==> src/rtl/fb_fetch_if.sv <==
//----------------------------------------------------------------------------
// fb_fetch_if : memory read port and pixel FIFO write port of the frame-buffer
//               fetch scheduler.
// Rev 1.0
//----------------------------------------------------------------------------
`default_nettype none

interface fb_fetch_if;
  logic        mem_req_valid;
  logic        mem_req_ready;
  logic [31:0] mem_req_addr;
  logic [3:0]  mem_req_len;
  logic        mem_rsp_valid;
  logic [31:0] mem_rsp_data;
  logic [6:0]  fifo_level;
  logic        fifo_wr_en;
  logic [31:0] fifo_wr_data;
  logic        fifo_flush;

  modport master (
    output mem_req_valid, mem_req_addr, mem_req_len,
    input  mem_req_ready, mem_rsp_valid, mem_rsp_data, fifo_level,
    output fifo_wr_en, fifo_wr_data, fifo_flush
  );

  modport slave (
    input  mem_req_valid, mem_req_addr, mem_req_len,
    output mem_req_ready, mem_rsp_valid, mem_rsp_data, fifo_level,
    input  fifo_wr_en, fifo_wr_data, fifo_flush
  );
endinterface

`default_nettype wire

==> src/rtl/fb_fetch_ctrl.sv <==
//----------------------------------------------------------------------------
// fb_fetch_ctrl : frame-buffer fetch scheduler, credit-throttled burst reads
//                 into the pixel FIFO. Optional macro FB_FETCH_UNDERRUN_CNT_EN
//                 adds a saturating display underrun counter.
// Rev 1.0
//----------------------------------------------------------------------------
`default_nettype none

module fb_fetch_ctrl #(
  parameter int FB_WORDS   = 196608,
  parameter int FIFO_DEPTH = 64,
  parameter int BURST_LEN  = 8,
  parameter int MAX_OUTST  = 4
) (
  input  logic        clk,
  input  logic        rst_n,
  input  logic        cfg_enable,
  input  logic [31:0] cfg_base,
  input  logic        frame_start,
  fb_fetch_if.master  bus,
  output logic        busy,
  output logic        frame_done,
  output logic        frame_late
`ifdef FB_FETCH_UNDERRUN_CNT_EN
  ,
  input  logic        pix_underrun,
  output logic [15:0] underrun_cnt
`endif
);

  localparam int WL_W  = $clog2(FB_WORDS + 1);
  localparam int IF_W  = $clog2(FIFO_DEPTH + 1);
  localparam int OS_W  = $clog2(MAX_OUTST + 1);
  localparam int PTR_W = (MAX_OUTST > 1) ? $clog2(MAX_OUTST) : 1;

  typedef enum logic [1:0] {
    IDLE       = 2'd0,
    WAIT_FRAME = 2'd1,
    FETCH      = 2'd2,
    DRAIN      = 2'd3
  } state_t;

  state_t            state;
  logic [31:0]       cur_addr;
  logic [WL_W-1:0]   words_left;
  logic [IF_W-1:0]   inflight_words;
  logic [OS_W-1:0]   outst;
  logic [3:0]        len_q [MAX_OUTST];
  logic [PTR_W-1:0]  wr_ptr;
  logic [PTR_W-1:0]  rd_ptr;
  logic [3:0]        beat_cnt;
  logic              wr_stage;
  logic [31:0]       wr_data;
  logic              flush_q;

  logic [3:0]        req_len;
  logic signed [15:0] credit;
  logic              req_valid;
  logic              accept;
  logic              head_done;
  logic              enter_fetch;

  function automatic logic [PTR_W-1:0] ptr_inc(input logic [PTR_W-1:0] p);
    return (p == PTR_W'(MAX_OUTST - 1)) ? '0 : p + 1'b1;
  endfunction

  // Words already committed (in flight or in the write stage) count against FIFO space.
  assign req_len   = (words_left >= WL_W'(BURST_LEN)) ? 4'(BURST_LEN) : 4'(words_left);
  assign credit    = 16'(FIFO_DEPTH) - 16'(bus.fifo_level) - 16'(inflight_words) - 16'(wr_stage);
  assign req_valid = (state == FETCH) && cfg_enable && (words_left != '0) &&
                     (credit >= $signed(16'(req_len))) && (outst < OS_W'(MAX_OUTST));
  assign accept    = req_valid && bus.mem_req_ready;
  assign head_done = bus.mem_rsp_valid && (beat_cnt == len_q[rd_ptr] - 4'd1);
  assign enter_fetch = (state == WAIT_FRAME) && cfg_enable && frame_start;

  assign bus.mem_req_valid = req_valid;
  assign bus.mem_req_addr  = cur_addr;
  assign bus.mem_req_len   = req_len;
  assign bus.fifo_wr_en    = wr_stage;
  assign bus.fifo_wr_data  = wr_data;
  assign bus.fifo_flush    = flush_q;
  assign busy              = (state != IDLE);

  always_ff @(posedge clk or negedge rst_n) begin
    if (!rst_n) begin
      state          <= IDLE;
      cur_addr       <= '0;
      words_left     <= '0;
      inflight_words <= '0;
      outst          <= '0;
      for (int i = 0; i < MAX_OUTST; i++) len_q[i] <= '0;
      wr_ptr         <= '0;
      rd_ptr         <= '0;
      beat_cnt       <= '0;
      wr_stage       <= 1'b0;
      wr_data        <= '0;
      flush_q        <= 1'b0;
      frame_done     <= 1'b0;
      frame_late     <= 1'b0;
    end else begin
      wr_stage <= bus.mem_rsp_valid;
      wr_data  <= bus.mem_rsp_data;
      flush_q    <= 1'b0;
      frame_done <= 1'b0;

      // Burst-length FIFO lets outst retire only when a whole burst has returned.
      if (accept) begin
        len_q[wr_ptr] <= req_len;
        wr_ptr        <= ptr_inc(wr_ptr);
      end
      if (bus.mem_rsp_valid) begin
        if (head_done) begin
          beat_cnt <= '0;
          rd_ptr   <= ptr_inc(rd_ptr);
        end else begin
          beat_cnt <= beat_cnt + 4'd1;
        end
      end
      inflight_words <= inflight_words + (accept ? IF_W'(req_len) : '0)
                                       - (bus.mem_rsp_valid ? IF_W'(1) : '0);
      outst <= outst + OS_W'(accept) - OS_W'(head_done);

      case (state)
        IDLE: begin
          if (cfg_enable) state <= WAIT_FRAME;
        end
        WAIT_FRAME: begin
          if (!cfg_enable) begin
            state <= IDLE;
          end else if (frame_start) begin
            state      <= FETCH;
            cur_addr   <= cfg_base;
            words_left <= WL_W'(FB_WORDS);
            flush_q    <= 1'b1;
          end
        end
        FETCH: begin
          if (frame_start) frame_late <= 1'b1;
          if (accept) begin
            cur_addr   <= cur_addr + (32'(req_len) << 2);
            words_left <= words_left - WL_W'(req_len);
          end
          if (!cfg_enable || (words_left == '0)) state <= DRAIN;
        end
        DRAIN: begin
          if (frame_start) frame_late <= 1'b1;
          if (inflight_words == '0) begin
            state      <= cfg_enable ? WAIT_FRAME : IDLE;
            frame_done <= (words_left == '0);
          end
        end
        default: state <= IDLE;
      endcase
    end
  end

`ifdef FB_FETCH_UNDERRUN_CNT_EN
  always_ff @(posedge clk or negedge rst_n) begin
    if (!rst_n) begin
      underrun_cnt <= '0;
    end else if (enter_fetch) begin
      underrun_cnt <= '0;
    end else if (((state == FETCH) || (state == DRAIN)) && pix_underrun &&
                 (underrun_cnt != 16'hFFFF)) begin
      underrun_cnt <= underrun_cnt + 16'd1;
    end
  end
`else
  logic unused_enter_fetch;
  assign unused_enter_fetch = enter_fetch;
`endif

endmodule

`default_nettype wire

==> src/flat_wrapper.sv <==
// flat-port wrapper written by rule: the top's interface ports become plain ports
module fb_fetch_ctrl_flat 
#(
  parameter int FB_WORDS   = 196608,
  parameter int FIFO_DEPTH = 64,
  parameter int BURST_LEN  = 8,
  parameter int MAX_OUTST  = 4
)
  (clk, rst_n, cfg_enable, cfg_base, frame_start, busy, frame_done, frame_late, bus_mem_req_valid, bus_mem_req_addr, bus_mem_req_len, bus_mem_req_ready, bus_mem_rsp_valid, bus_mem_rsp_data, bus_fifo_level, bus_fifo_wr_en, bus_fifo_wr_data, bus_fifo_flush);
  fb_fetch_if bus_i ();
  input  logic clk;
  input  logic rst_n;
  input  logic cfg_enable;
  input  logic [31:0] cfg_base;
  input  logic frame_start;
  output logic busy;
  output logic frame_done;
  output logic frame_late;
  output wire logic [$bits(bus_i.mem_req_valid)-1:0] bus_mem_req_valid;
  output wire logic [$bits(bus_i.mem_req_addr)-1:0] bus_mem_req_addr;
  output wire logic [$bits(bus_i.mem_req_len)-1:0] bus_mem_req_len;
  input wire logic [$bits(bus_i.mem_req_ready)-1:0] bus_mem_req_ready;
  input wire logic [$bits(bus_i.mem_rsp_valid)-1:0] bus_mem_rsp_valid;
  input wire logic [$bits(bus_i.mem_rsp_data)-1:0] bus_mem_rsp_data;
  input wire logic [$bits(bus_i.fifo_level)-1:0] bus_fifo_level;
  output wire logic [$bits(bus_i.fifo_wr_en)-1:0] bus_fifo_wr_en;
  output wire logic [$bits(bus_i.fifo_wr_data)-1:0] bus_fifo_wr_data;
  output wire logic [$bits(bus_i.fifo_flush)-1:0] bus_fifo_flush;
  assign bus_mem_req_valid = bus_i.mem_req_valid;
  assign bus_mem_req_addr = bus_i.mem_req_addr;
  assign bus_mem_req_len = bus_i.mem_req_len;
  assign bus_i.mem_req_ready = bus_mem_req_ready;
  assign bus_i.mem_rsp_valid = bus_mem_rsp_valid;
  assign bus_i.mem_rsp_data = bus_mem_rsp_data;
  assign bus_i.fifo_level = bus_fifo_level;
  assign bus_fifo_wr_en = bus_i.fifo_wr_en;
  assign bus_fifo_wr_data = bus_i.fifo_wr_data;
  assign bus_fifo_flush = bus_i.fifo_flush;
  fb_fetch_ctrl #(.FB_WORDS(FB_WORDS), .FIFO_DEPTH(FIFO_DEPTH), .BURST_LEN(BURST_LEN), .MAX_OUTST(MAX_OUTST)) u_core (.clk(clk), .rst_n(rst_n), .cfg_enable(cfg_enable), .cfg_base(cfg_base), .frame_start(frame_start), .bus(bus_i), .busy(busy), .frame_done(frame_done), .frame_late(frame_late));
endmodule
==> config.mk <==
export PLATFORM = sky130hd
export DESIGN_NAME = fb_fetch_ctrl_flat
export DESIGN_NICKNAME = d
export VERILOG_FILES = /design/src/rtl/fb_fetch_if.sv /design/src/rtl/fb_fetch_ctrl.sv /design/src/flat_wrapper.sv
export SDC_FILE = /design/constraint.sdc
export NUM_CORES = 1
export LEC_CHECK = 0
export BUFFER_PORTS_ARGS = -buffer_cell sky130_fd_sc_hd__buf_2
export CAP_MARGIN = 20
export CORE_MARGIN = 8
export CORE_UTILIZATION = 56
export DETAILED_ROUTE_END_ITERATION = 8
export PLACE_DENSITY = 0.92
export SETUP_SLACK_MARGIN = 0.4
export SLEW_MARGIN = 0
export SYNTH_ARGS = -nofsm -noshare
export SYNTH_HDL_FRONTEND = slang
export SYNTH_SLANG_ARGS = --single-unit
==> constraint.sdc <==
create_clock -name clk -period 14.79 [get_ports clk]
set_clock_uncertainty 0.2 [all_clocks]
set_input_delay 0.7395 -clock clk [delete_from_list [all_inputs] [get_ports clk]]
set_output_delay 0.7395 -clock clk [all_outputs]
set_load 0.1 [all_outputs]
==> run_results.csv <==
group,metric,value,unit
sta,hold_viol_final,0,
sta,setup_viol,0,
final_layout,design_area,8120,um2
global_routing,antenna_found_initial,2,
floorplan,die_h,125,um
routing,drc,0,
logic_synthesis,ys_types,66,
logic_synthesis,async_flop_share,100,%
worst_setup_path,cpPeakStageDelay,0.59,ns
logic_synthesis,yosysTopAreaCell,"dfrtp_1",
floorplan,start_util,57.7,%
sta,layout_min_cycle_time,5.60,ns
worst_setup_path,path_class,"flip-flop to flip-flop",
floorplan,rows,39,
worst_setup_path,crit_chain,"nor4_1, and3_4, nand2_2, inv_1, nand2_1, ha_1, a21o_1, a21oi_1, o2111ai_1, o311ai_4, buf_4, inv_4, and2_1, ha_1, fa_1, a21o_1, a21oi_1, nor2b_1, nor2_1, nor2_1, nor2_1, xnor2_1",
worst_setup_path,path_buf_inv,3,
worst_setup_path,start_kind,"flip-flop",
floorplan,ios,151,
global_routing,grt_remaining_overflow,0,
placed_design,dpl_cell_area,7480,um2
cts,cts_tree,"built",
final_layout,layout.cells.non_filler,942,
routing,num_vias,5470,
logic_synthesis,synth.cell_area,6620,um2
logic_synthesis,ys_top_cells_by_area,"dfrtp_1 46%, ha_1 8.1%, nand2_1 3.2%",
sta,max_freq,179,MHz
logic_synthesis,synth-edff-count,0,
power_and_ir_drop,leakage,4.03,nW
sta,fin_crit_sh,37.8,%
power_and_ir_drop,intPower,0.956,mW
placed_design,io_buffers,150,
power_and_ir_drop,peakVddDrop,0.276,mV
worst_setup_path,crit_top_cell,"nor2_1",
cts,cts.sinks,122,
placed_design,post-dp-hpwl,11800,um
routing,routed_wl,16700,um
cts,cts_buffers,17,
routing,post_drt_wl_per_cell,17.8,um
job,cap_violations,0,
power_and_ir_drop,total_power,1.89,mW
routing,antenna_left,0,
worst_setup_path,cp-end-kind,"flip-flop",
global_routing,grt_max_degree,82,
worst_setup_path,path_delay_family,"simple AND/OR/NAND/NOR gates",
placed_design,gp_congestion,0.856,
cts,cts_resized,0,
logic_synthesis,synth_ff_type,"dfrtp_1",
power_and_ir_drop,switching_share,49.5,%
sta,worst_slew_pin_slew,0.682,ns
sta,setup_tns,0,ns
cts,cts_setup_buffers,0,
final_layout,fill_cells,776,
sta,slew_violations,0,
logic_synthesis,yosysTopAreaCellShare,46.2,%
cts,cts_max_path_buffers,2,
cts,clockRootBuffer,"clkbuf_16",
worst_setup_path,r2r_setup_slack,9.19,ns
global_routing,grt_pass1_vias,5696,
routing,drt_iter0_drc,548,
global_routing,grt_pass1_wl,27800,um
cts,insertion_delay,0.42,ns
final_layout,syn2layout_area_growth,22.8,%
placed_design,dp.cells,907,
power_and_ir_drop,power_switching,0.935,mW
worst_setup_path,slowest_stage,"nor4_1",
logic_synthesis,synth_fp_nets,757,
routing,via_per_inst,5.81,
logic_synthesis,avgSynthCellArea,10.5,um2
final_layout,multi_input_area,3260,um2
cts,hold_buffers,0,
logic_synthesis,synth_cells,632,
logic_synthesis,ys_seq_elements,122,
outcome,status,"complete, no violations",
sta,worst_hold_slack,0.109,ns
sta,relSlewSlack,54.1,%
logic_synthesis,synth.yosys.seq_area_share,46.2,%
power_and_ir_drop,p_comb_share,50.5,%
final_layout,nNetsFinal,909,
min_path,min_path_type,"primary input to async pin",
final_layout,drive_above_1_share,27.9,%
floorplan,fp.dieW,125,um
sta,rsz0062_at_grt,"no",
power_and_ir_drop,p_per_area,233,nW/um2
floorplan,dieArea,15500,um2
logic_synthesis,yosys_warnings,0,
global_routing,grt_usage,21.6,%
power_and_ir_drop,clock_power_share,22.3,%
cts,path_clk_slew,0.06,ns
cts,cts_max_level,4,
worst_setup_path,cp_data_arrival_time,5.73,ns
routing,drt_pass1_iterations,6,
power_and_ir_drop,power_frac_seq,27.2,%
floorplan,coreArea,11500,um2
worst_setup_path,timing.critical_path.fanout_max,28,
worst_setup_path,required,14.92,ns
final_layout,regArea,3050,um2
[flip-flops by register name, summed over array words and instances, names as in the netlist, named ones only]
signal and count:
u_core.bus.fifo_wr_data 32, u_core.bus.mem_req_addr 32, u_core.words_left 18, u_core.len_q 16, u_core.inflight_words 7, u_core.beat_cnt 4
u_core.outst 3, u_core.rd_ptr 2, u_core.wr_ptr 2, u_core.bus.fifo_flush 1, u_core.bus.fifo_wr_en 1, u_core.frame_done 1
u_core.frame_late 1, u_core.state 1
[Yosys cell counts, types with 4 or more instances]
library cell,count
mux2_2,18
ha_1,43
nand2b_1,5
mux2i_1,9
and2_1,5
o21ai_0,18
and4_1,5
xnor2_1,14
o41ai_1,6
mux4_2,4
nor3_1,12
a31oi_1,9
o31ai_1,5
xor2_1,19
inv_1,49
nand3_1,10
nor2b_1,9
a21oi_1,38
dfrtp_1,122
nor4_1,6
clkbuf_1,18
o311ai_0,4
nor2_1,44
nand4_1,5
mux2_1,9
fa_1,5
nand2_1,56
a21o_1,6
and3_1,9
o22a_1,15
[final timing paths]
path                                                   from                                 endpoint  cells after the start
min reg2reg                   u_core.frame_late$_DFFE_PN0P_            u_core.frame_late$_DFFE_PN0P_                      1
max reg2reg                u_core.words_left[4]$_DFFE_PN0P_       u_core.inflight_words[6]$_DFF_PN0_                     22
max in group asynchronous                             rst_n  u_core.bus.mem_req_addr[31]$_DFFE_PN0P_                      3
max                        u_core.words_left[4]$_DFFE_PN0P_       u_core.inflight_words[6]$_DFF_PN0_                     22
min in group clk                       bus_mem_rsp_data[21]    u_core.bus.fifo_wr_data[21]$_DFF_PN0_                      1
min                                                   rst_n    u_core.bus.fifo_wr_data[31]$_DFF_PN0_                      1
[cell families after synthesis]
| logic type | count (synthesis) | share of synthesized area (%) |
|---|---|---|
| xor+xnor | 33 | 4.37 |
| mux | 40 | 7.32 |
| buf+inv | 74 | 4.56 |
| compound gates | 131 | 14.1 |
| simple gates | 183 | 13.8 |
| other cells | 1 | 0.0567 |
| flops | 122 | 46.2 |
| fa+ha+maj | 48 | 9.65 |
[power by group through the flow]
stage          Combinational, mW  Sequential, mW  Clock, mW
2_1_floorplan              0.430           0.836          0
3_3_place_gp               0.918           0.509          0
3_5_place_dp               0.942           0.515          0
4_1_cts                    0.954           0.511      0.428
5_1_grt                     1.02           0.527      0.443
6_report                   0.955           0.513      0.422
[placed cells by master, fill, tap and decap left out, types with 18 or more instances in the layout]
cell type / n
a21oi_1: 38
buf_2: 149
dfrtp_1: 122
ha_1: 43
inv_1: 49
mux2_2: 18
nand2_1: 56
nor2_1: 44
o21ai_0: 18
xor2_1: 19
[per-layer routing]
layer  vias up  GRT usage [%]  routed length (um)
met4         0           10.4                 395
met1      2636           24.6                6510
li1       2543              -                   -
met3        42           6.00                1160
met5         -              0                   0
met2       249           36.8                8650
[cell type report]
class                   instances  share of cell area [%]
diodes                          2                  0.0616
clock buffers                  22                    5.72
clock inverters                10                    1.73
inverters                      50                    2.34
multi-input cells             436                    40.2
flip-flops and latches        122                    37.6
well taps                     143                    2.20
repair buffers                157                    10.2
[metrics by stage]
step	utilization [%]	setup WS, ns
after floorplan	-	9.03
after global placement	65.3	9.39
after detailed placement	65.3	9.21
after CTS	70.5	9.24
after global routing	70.8	8.93
final	70.8	9.19
Power figures use the tool's default switching activity.
